<file path="config.mk">
export PLATFORM = sky130hd
export DESIGN_NAME = block_mem_loader
export DESIGN_NICKNAME = d
export VERILOG_FILES = /design/src/rtl/block_mem_loader.sv
export SDC_FILE = /design/constraint.sdc
export NUM_CORES = 1
export LEC_CHECK = 0
export CAP_MARGIN = 20
export CORE_MARGIN = 8
export CORE_UTILIZATION = 50
export DETAILED_ROUTE_END_ITERATION = 10
export GPL_TIMING_DRIVEN = 0
export PLACE_DENSITY = 0.9
export SLEW_MARGIN = 20
export SYNTH_ARGS = -nofsm -noshare
export SYNTH_HDL_FRONTEND = slang
export SYNTH_SLANG_ARGS = --single-unit
</file>
<file path="constraint.sdc">
create_clock -name clock -period 4.4 [get_ports clock]
set_input_delay 0.88 -clock clock [delete_from_list [all_inputs] [get_ports clock]]
set_output_delay 0.88 -clock clock [all_outputs]
set_load 0.03 [all_outputs]
</file>
<file path="src/rtl/block_mem_loader.sv">
// block_mem_loader: writes one 8-line raster strip into block memory in block-major order; ports clock/reset, in_valid/in_ready/in_data, wr_en/wr_addr/wr_data, strip_done/strip_count, strip_release
module block_mem_loader #(
    parameter int BLOCKS = 32,
    parameter int AW     = 11
) (
    input  logic          clock,
    input  logic          reset,
    input  logic          in_valid,
    output logic          in_ready,
    input  logic [31:0]   in_data,
    output logic          wr_en,
    output logic [AW-1:0] wr_addr,
    output logic [31:0]   wr_data,
    output logic          strip_done,
    input  logic          strip_release,
    output logic [31:0]   strip_count
);
    localparam int XW = AW - 3;
    typedef enum logic {LOAD, FULL} state_t;
    state_t state, state_next;
    logic [XW-1:0] x;
    logic [2:0] y;
    logic xfer, x_last, strip_last, last_q;
    always_comb begin
        in_ready   = state == LOAD;
        xfer       = in_valid && in_ready;
        x_last     = x == XW'(BLOCKS * 8 - 1);
        strip_last = xfer && x_last && y == 3'd7;
        state_next = strip_last ? FULL : (state == FULL && strip_release) ? LOAD : state;
    end
    always_ff @(posedge clock) begin
        if (reset) begin
            state       <= LOAD;
            x           <= '0;
            y           <= '0;
            wr_en       <= 1'b0;
            wr_addr     <= '0;
            wr_data     <= '0;
            last_q      <= 1'b0;
            strip_done  <= 1'b0;
            strip_count <= '0;
        end else begin
            state       <= state_next;
            x           <= xfer ? (x_last ? '0 : x + XW'(1)) : x;
            y           <= (xfer && x_last) ? y + 3'd1 : y;
            wr_en       <= xfer;
            wr_addr     <= xfer ? ({x & ~XW'(7), 3'b000} | AW'({y, x[2:0]})) : wr_addr;
            wr_data     <= xfer ? in_data : wr_data;
            last_q      <= strip_last;
            strip_done  <= last_q;
            strip_count <= last_q ? strip_count + 32'd1 : strip_count;
        end
    end
endmodule

</file>
==> flow_summary.toml, run 1 <==
[setup_path]
path_delay_family = "buffers and inverters"
worst-path-buf-inv = 1
arrival_ps = 1600
worst-setup-path-type = "reg2out"
critPathLaunchType = "flop"
critical-path-slowest-cell = "clkdlybuf4s50_1"
r2r_start = "strip_count[3]$_SDFFE_PP0P_"
startpoint = "strip_count[3]$_SDFFE_PP0P_"
endpoint_kind = "output pin"
endpoint = "strip_count[3]"
r2r_cells = 5
slowest_delay_ps = 740
path_max_fanout = 7
r2r_slack_ps = 2350
worstReg2RegEnd = "strip_count[29]$_SDFFE_PP0P_"
crit_cells = 1
path_cells = "clkdlybuf4s50_1"
critPathRequiredTime_ps = 3520

[sta]
worst_slew_pin_slew_ps = 513
period_needed_ps = 2480
setup_viol = 0
hold_viol = 0
slew_headroom_pct = 65.6
slew_viol_final = 0
fmax_mhz = 403
rsz0062_at_grt = "false"
timing.final.crit_share_pct = 56.4
finalSetupTns_ps = 0
finClkSkew_ps = 8.91

[layout]
fin_util_pct = 71.9
area_delta_synth_final_pct = 40.2
antenna_cells = 0
drive_gt1_share_pct = 5.35
final_cell_mix = "113 x clkdlybuf4s50_1, 104 x nand2_1, 90 x dfxtp_1, 63 x a21oi_1, 25 x nor2_1"
final_common_cell = "clkdlybuf4s50_1"
fin_nets = 597
fill_cells = 535

[floorplanning]
coreArea_sq_um = 7180
initial_utilization_pct = 51.3
rows = 31
die-area_sq_um = 10400
die_w_um = 102
ios = 114
die_h_um = 102

[clock_tree]
cts_setup_buffers = 0
post_cts_hold_buffer_count = 0
ctsLongestPathBuffers = 2
clkSlewWorstSetupHoldPaths_ps = 90
cts_sinks = 90
clk_latency_ps = 350
cts_tree = "yes"
clockRootBuffer = "clkbuf_8"
htreeDepth = 3
post_cts_resized = 0
numCtsBuffers = 9

[synth]
yosys_warnings = 0
ys_seq_elements = 90
yosysSeqAreaShare_pct = 48.9
synthTopCellsByArea = "dfxtp_1 49%, nand2_1 11%, a21oi_1 8.6%, xor2_1 2.6%, nor2_1 2.5%"
avgSynthCellArea_sq_um = 8.50
synthesis.nets = 473
syn_inst = 433
yosys.area.top_type_share_pct = 48.9
yosysTopAreaCell = "dfxtp_1"
syn_area_sq_um = 3680
synth_cell_types = 36

[global_routing]
grt_first_pass_wirelength_um = 16400
grt_max_degree = 15
grt_overflow_total = 0
grt_use_total_pct = 19.6
antenna_found_initial = 0
grt_pass1_vias = 3542

[flow_run]
max_cap_viol_count = 0

[place]
gp_congestion = 0.905
dp_hpwl_um = 7520
numPortBuffers = 113

[power]
switchingPower_mw = 0.386
p_per_area_nw_per_um2 = 317
p_leak_nw = 1.81
power.share.sequential_pct = 51.4
p_clk_share_pct = 38.8
p_int_mw = 1.25
vdd_ir_drop_max_mv = 0.299
combPwrFrac_pct = 9.8
switching_share_pct = 23.6

[routing]
drt_pass1_iterations = 5
ant_nets = 0
num_vias = 3590
finalWirelength_um = 10000
wire_per_inst_um = 15.2
drc = 0
drt_iter0_drc = 177
via_per_inst = 5.44

[outcome]
status = "finished, final reports clean"

[hold_path]
hp-class = "reg2reg"
==> synth_stat cells (all sizes together) <==
library cell / n
nand2: 104
dfxtp: 90
a21oi: 63
nor2: 25
clkbuf: 15
nand3: 13
nand4: 12
or4: 12
o31ai: 11
xor2: 11
buf: 10
nor3: 7
o21ai: 7
or3: 7
nor2b: 6
xnor2: 6
and4: 5
and3: 4
ha: 4
inv: 4
mux2: 4
nor4: 4
mux2i: 3
nand2b: 2
and2: 1
dlygate4sd3: 1
dlymetal6s2s: 1
or2: 1
==> power groups by stage <==
stage | combinational (mW) | sequential (mW) | clock (mW)
after floorplan | 0.0458 | 0.894 | 0
after global placement | 0.158 | 0.860 | 0
after detailed placement | 0.161 | 0.862 | 0
after CTS | 0.162 | 0.842 | 0.644
after global routing | 0.173 | 0.845 | 0.679
final | 0.161 | 0.842 | 0.636
==> worst register-to-register path: cells and delay by family (launching register included) <==
family                 cells  cell delay, ps
flip-flops                 1             510
multiplexers               1             360
buffers and inverters      1             150
AND/OR/NAND/NOR            3             940
==> state kept, by name, indices dropped and copies added, names as in the netlist <==
register / count
last_q: 1
state: 1
strip_count: 32
strip_done: 1
wr_addr: 11
wr_data: 32
wr_en: 1
x: 8
y: 3
==> area by class of cell <==
| class | count | area (sq um) | area share, % |
|---|---|---|---|
| flip-flops and latches | 90 | 1800 | 34.9 |
| clock buffers | 11 | 151 | 2.93 |
| multi-input cells | 312 | 1700 | 32.9 |
| inverters | 4 | 15.0 | 0.291 |
| clock inverters | 4 | 75.1 | 1.45 |
| plain buffers | 27 | 165 | 3.20 |
| repair buffers | 113 | 1130 | 21.9 |
| well taps | 99 | 124 | 2.40 |
==> metal layers <==
layer / GRT usage [%] / routed length, um
met5: 0 / 0
met4: 8.48 / 216
met3: 7.42 / 995
met2: 33.6 / 4890
met1: 21.0 / 3920
==> cells by family (layout without fill, tap and decap cells) <==
group | Yosys count | in the layout | synth area share, %
flops | 90 | 90 | 48.9
xor+xnor | 17 | 17 | 4.04
mux | 7 | 7 | 2.04
fa+ha+maj | 4 | 4 | 1.36
compound gates | 81 | 81 | 11.8
buf+inv | 31 | 159 | 4.89
simple gates | 203 | 203 | 27.0
==> worst min-delay path by stage <==
stage	from	to	slack, ps	cells past startpoint
4_1_cts	wr_data[31]$_SDFFE_PP0N_	wr_data[31]$_SDFFE_PP0N_	460	2
5_1_grt	wr_data[6]$_SDFFE_PP0N_	wr_data[6]$_SDFFE_PP0N_	470	2
2_1_floorplan	y[1]$_SDFFE_PP0P_	wr_addr[4]$_SDFFE_PP0N_	450	2
6_report	wr_data[9]$_SDFFE_PP0N_	wr_data[9]$_SDFFE_PP0N_	460	2
3_5_place_dp	wr_data[19]$_SDFFE_PP0N_	wr_data[19]$_SDFFE_PP0N_	450	2
3_3_place_gp	wr_data[7]$_SDFFE_PP0N_	wr_data[7]$_SDFFE_PP0N_	440	2
==> metrics by stage <==
| stage | hold WS (ps) | cells | total power, mW | area (sq um) | worst slack, ps |
|---|---|---|---|---|---|
| after detailed placement | 446 | 645 | 1.02 | 4940 | 1590 |
| final | 457 | 660 | 1.64 | 5160 | 1920 |
| after floorplan | 448 | 433 | 0.940 | 3680 | 2330 |
| after global placement | 440 | 645 | 1.02 | 4940 | 1620 |
| after global routing | 473 | 660 | 1.70 | 5160 | 1780 |
| after CTS | 458 | 660 | 1.65 | 5160 | 1910 |
Power figures use the tool's default switching activity.
==> inputs of run 2 (changes only) <==
--- a/config.mk
+++ b/config.mk
@@ -7,10 +7,10 @@
 export LEC_CHECK = 0
 export CAP_MARGIN = 20
 export CORE_MARGIN = 8
-export CORE_UTILIZATION = 50
+export CORE_UTILIZATION = 46
 export DETAILED_ROUTE_END_ITERATION = 10
 export GPL_TIMING_DRIVEN = 0
-export PLACE_DENSITY = 0.9
+export PLACE_DENSITY = 0.84
 export SLEW_MARGIN = 20
 export SYNTH_ARGS = -nofsm -noshare
 export SYNTH_HDL_FRONTEND = slang
==> constraint.sdc (replaced) <==
create_clock -name clock -period 2.4 [get_ports clock]
set_input_delay 0.48 -clock clock [delete_from_list [all_inputs] [get_ports clock]]
set_output_delay 0.48 -clock clock [all_outputs]
set_load 0.03 [all_outputs]
==> run 2 against run 1 <==
Cell count increased by 0.61%. Utilization shrank 5.2 points. Setup slack got worse by 1700 ps. Clock skew is 1.3 ps higher. Critical endpoint is now strip_count[29]$_SDFFE_PP0P_. Sequential power up 83%.
==> flow_summary.toml, run 2 (same netlist as run 1, synthesis figures left out) <==
[clock_tree]
cts_sinks = 90
cts_setup_buffers = 0
clkSlewWorstSetupHoldPaths_ps = 90
numCtsBuffers = 9
clk_latency_ps = 350
ctsLongestPathBuffers = 2
cts_tree = "yes"
clockRootBuffer = "clkbuf_8"
post_cts_resized = 0
htreeDepth = 3
post_cts_hold_buffer_count = 0

[setup_path]
critical-path-slowest-cell = "dfxtp_1"
endpoint_kind = "flop"
worstReg2RegEnd = "strip_count[29]$_SDFFE_PP0P_"
worst-path-buf-inv = 1
r2r_start = "strip_count[3]$_SDFFE_PP0P_"
worst-setup-path-type = "reg2reg"
path_max_fanout = 10
path_cells = "nand4_4 -> or3_4 -> buf_6 -> nor4_1 -> mux2_1"
critPathLaunchType = "flop"
critPathRequiredTime_ps = 2640
slowest_delay_ps = 500
r2r_slack_ps = 270
arrival_ps = 2380
path_delay_family = "simple AND/OR/NAND/NOR gates"
crit_cells = 5
r2r_cells = 5

[sta]
timing.final.crit_share_pct = 88.9
finClkSkew_ps = 10.2
rsz0062_at_grt = "false"
worst_slew_pin_slew_ps = 506
period_needed_ps = 2130
slew_headroom_pct = 66.3
setup_viol = 0
setup_ws_ps = 267
slew_viol_final = 0
finalSetupTns_ps = 0
fmax_mhz = 469
hold_viol = 0
fin_hold_ws_ps = 455

[routing]
finalWirelength_um = 9610
ant_nets = 0
via_per_inst = 5.18
wire_per_inst_um = 14.5
drt_pass1_iterations = 4
drc = 0
num_vias = 3437
drt_iter0_drc = 188

[place]
numPortBuffers = 113
gp_congestion = 0.855
dp_hpwl_um = 7300
post-place-ws_ps = -48.8
dp_cells = 648

[power]
power_mw = 2.97
vdd_ir_drop_max_mv = 0.523
p_per_area_nw_per_um2 = 576
p_leak_nw = 1.81

[floorplanning]
rows = 32
die_h_um = 105
initial_utilization_pct = 47.6
die-area_sq_um = 11100
coreArea_sq_um = 7730
ios = 114
die_w_um = 105

[global_routing]
grt_use_total_pct = 17.2
antenna_found_initial = 0
grt_pass1_vias = 3365
grt_max_degree = 15
grt_overflow_total = 0
grt_first_pass_wirelength_um = 16000

[layout]
final_cell_mix = "113 x clkdlybuf4s50_1, 104 x nand2_1, 90 x dfxtp_1, 63 x a21oi_1, 25 x nor2_1"
top_regs = "strip_count (32), wr_data (32), wr_addr (11)"
seq_area_sq_um = 1800
antenna_cells = 0
fin_nets = 597
drive_gt1_share_pct = 5.34
fill_cells = 621
final_common_cell = "clkdlybuf4s50_1"
area_delta_synth_final_pct = 40.1
multiInputGateArea_sq_um = 1700
instances_no_fill = 664

[hold_path]
worstHoldStart = "wr_data[4]$_SDFFE_PP0N_"
min_to = "wr_data[4]$_SDFFE_PP0N_"
hp-class = "reg2reg"
worstHoldPathCells = 2

[flow_run]
max_cap_viol_count = 0

[outcome]
status = "finished, final reports clean"
## run 2: power breakdown
group	switching (mW)	internal, mW
combinational	0.160	0.133
clock	0.524	0.612
sequential	0.0171	1.53
## run 2: metrics by stage
step | area (sq um) | util [%]
2_1_floorplan | 3680 | -
3_3_place_gp | 4940 | 63.9
3_5_place_dp | 4940 | 63.9
4_1_cts | 5160 | 66.8
5_1_grt | 5160 | 66.8
6_report | 5160 | 66.8
## run 2: final cells by class
type | instances | share of cell area, %
Clock inverter | 5 | 1.50
Inverter | 4 | 0.291
Clock buffer | 11 | 2.74
Buffer | 27 | 3.20
Multi-Input combinational cell | 312 | 32.9
Sequential cell | 90 | 34.9
Timing Repair Buffer | 113 | 21.9
Tap cell | 102 | 2.47
## run 2: worst min-delay path, cell delays in order (launching register included)
cell and delay [ps]:
dfxtp_1 310, nand2_1 50, a21oi_1 50
## run 2: worst max path at each step
| stage | from | end | slack (ps) |
|---|---|---|---|
| floorplan | strip_count[3]$_SDFFE_PP0P_ | strip_count[24]$_SDFFE_PP0P_ | 330 |
| global placement | reset | strip_count[22]$_SDFFE_PP0P_ | -0.8 |
| detailed placement | reset | strip_count[23]$_SDFFE_PP0P_ | -50 |
| CTS | strip_count[3]$_SDFFE_PP0P_ | strip_count[29]$_SDFFE_PP0P_ | 260 |
| global route | in_valid | wr_addr[2]$_SDFFE_PP0N_ | 200 |
| finish | strip_count[3]$_SDFFE_PP0P_ | strip_count[29]$_SDFFE_PP0P_ | 270 |
## run 2: layer usage
metal,wire [um],up-vias,global-route usage [%],part of all wire [%]
met1,3900,1574,18.7,41
met2,4580,119,28.6,48
li1,-,1736,-,-
met5,0,-,0,0
met4,62,0,3.87,0.65
met3,1060,8,9.32,11
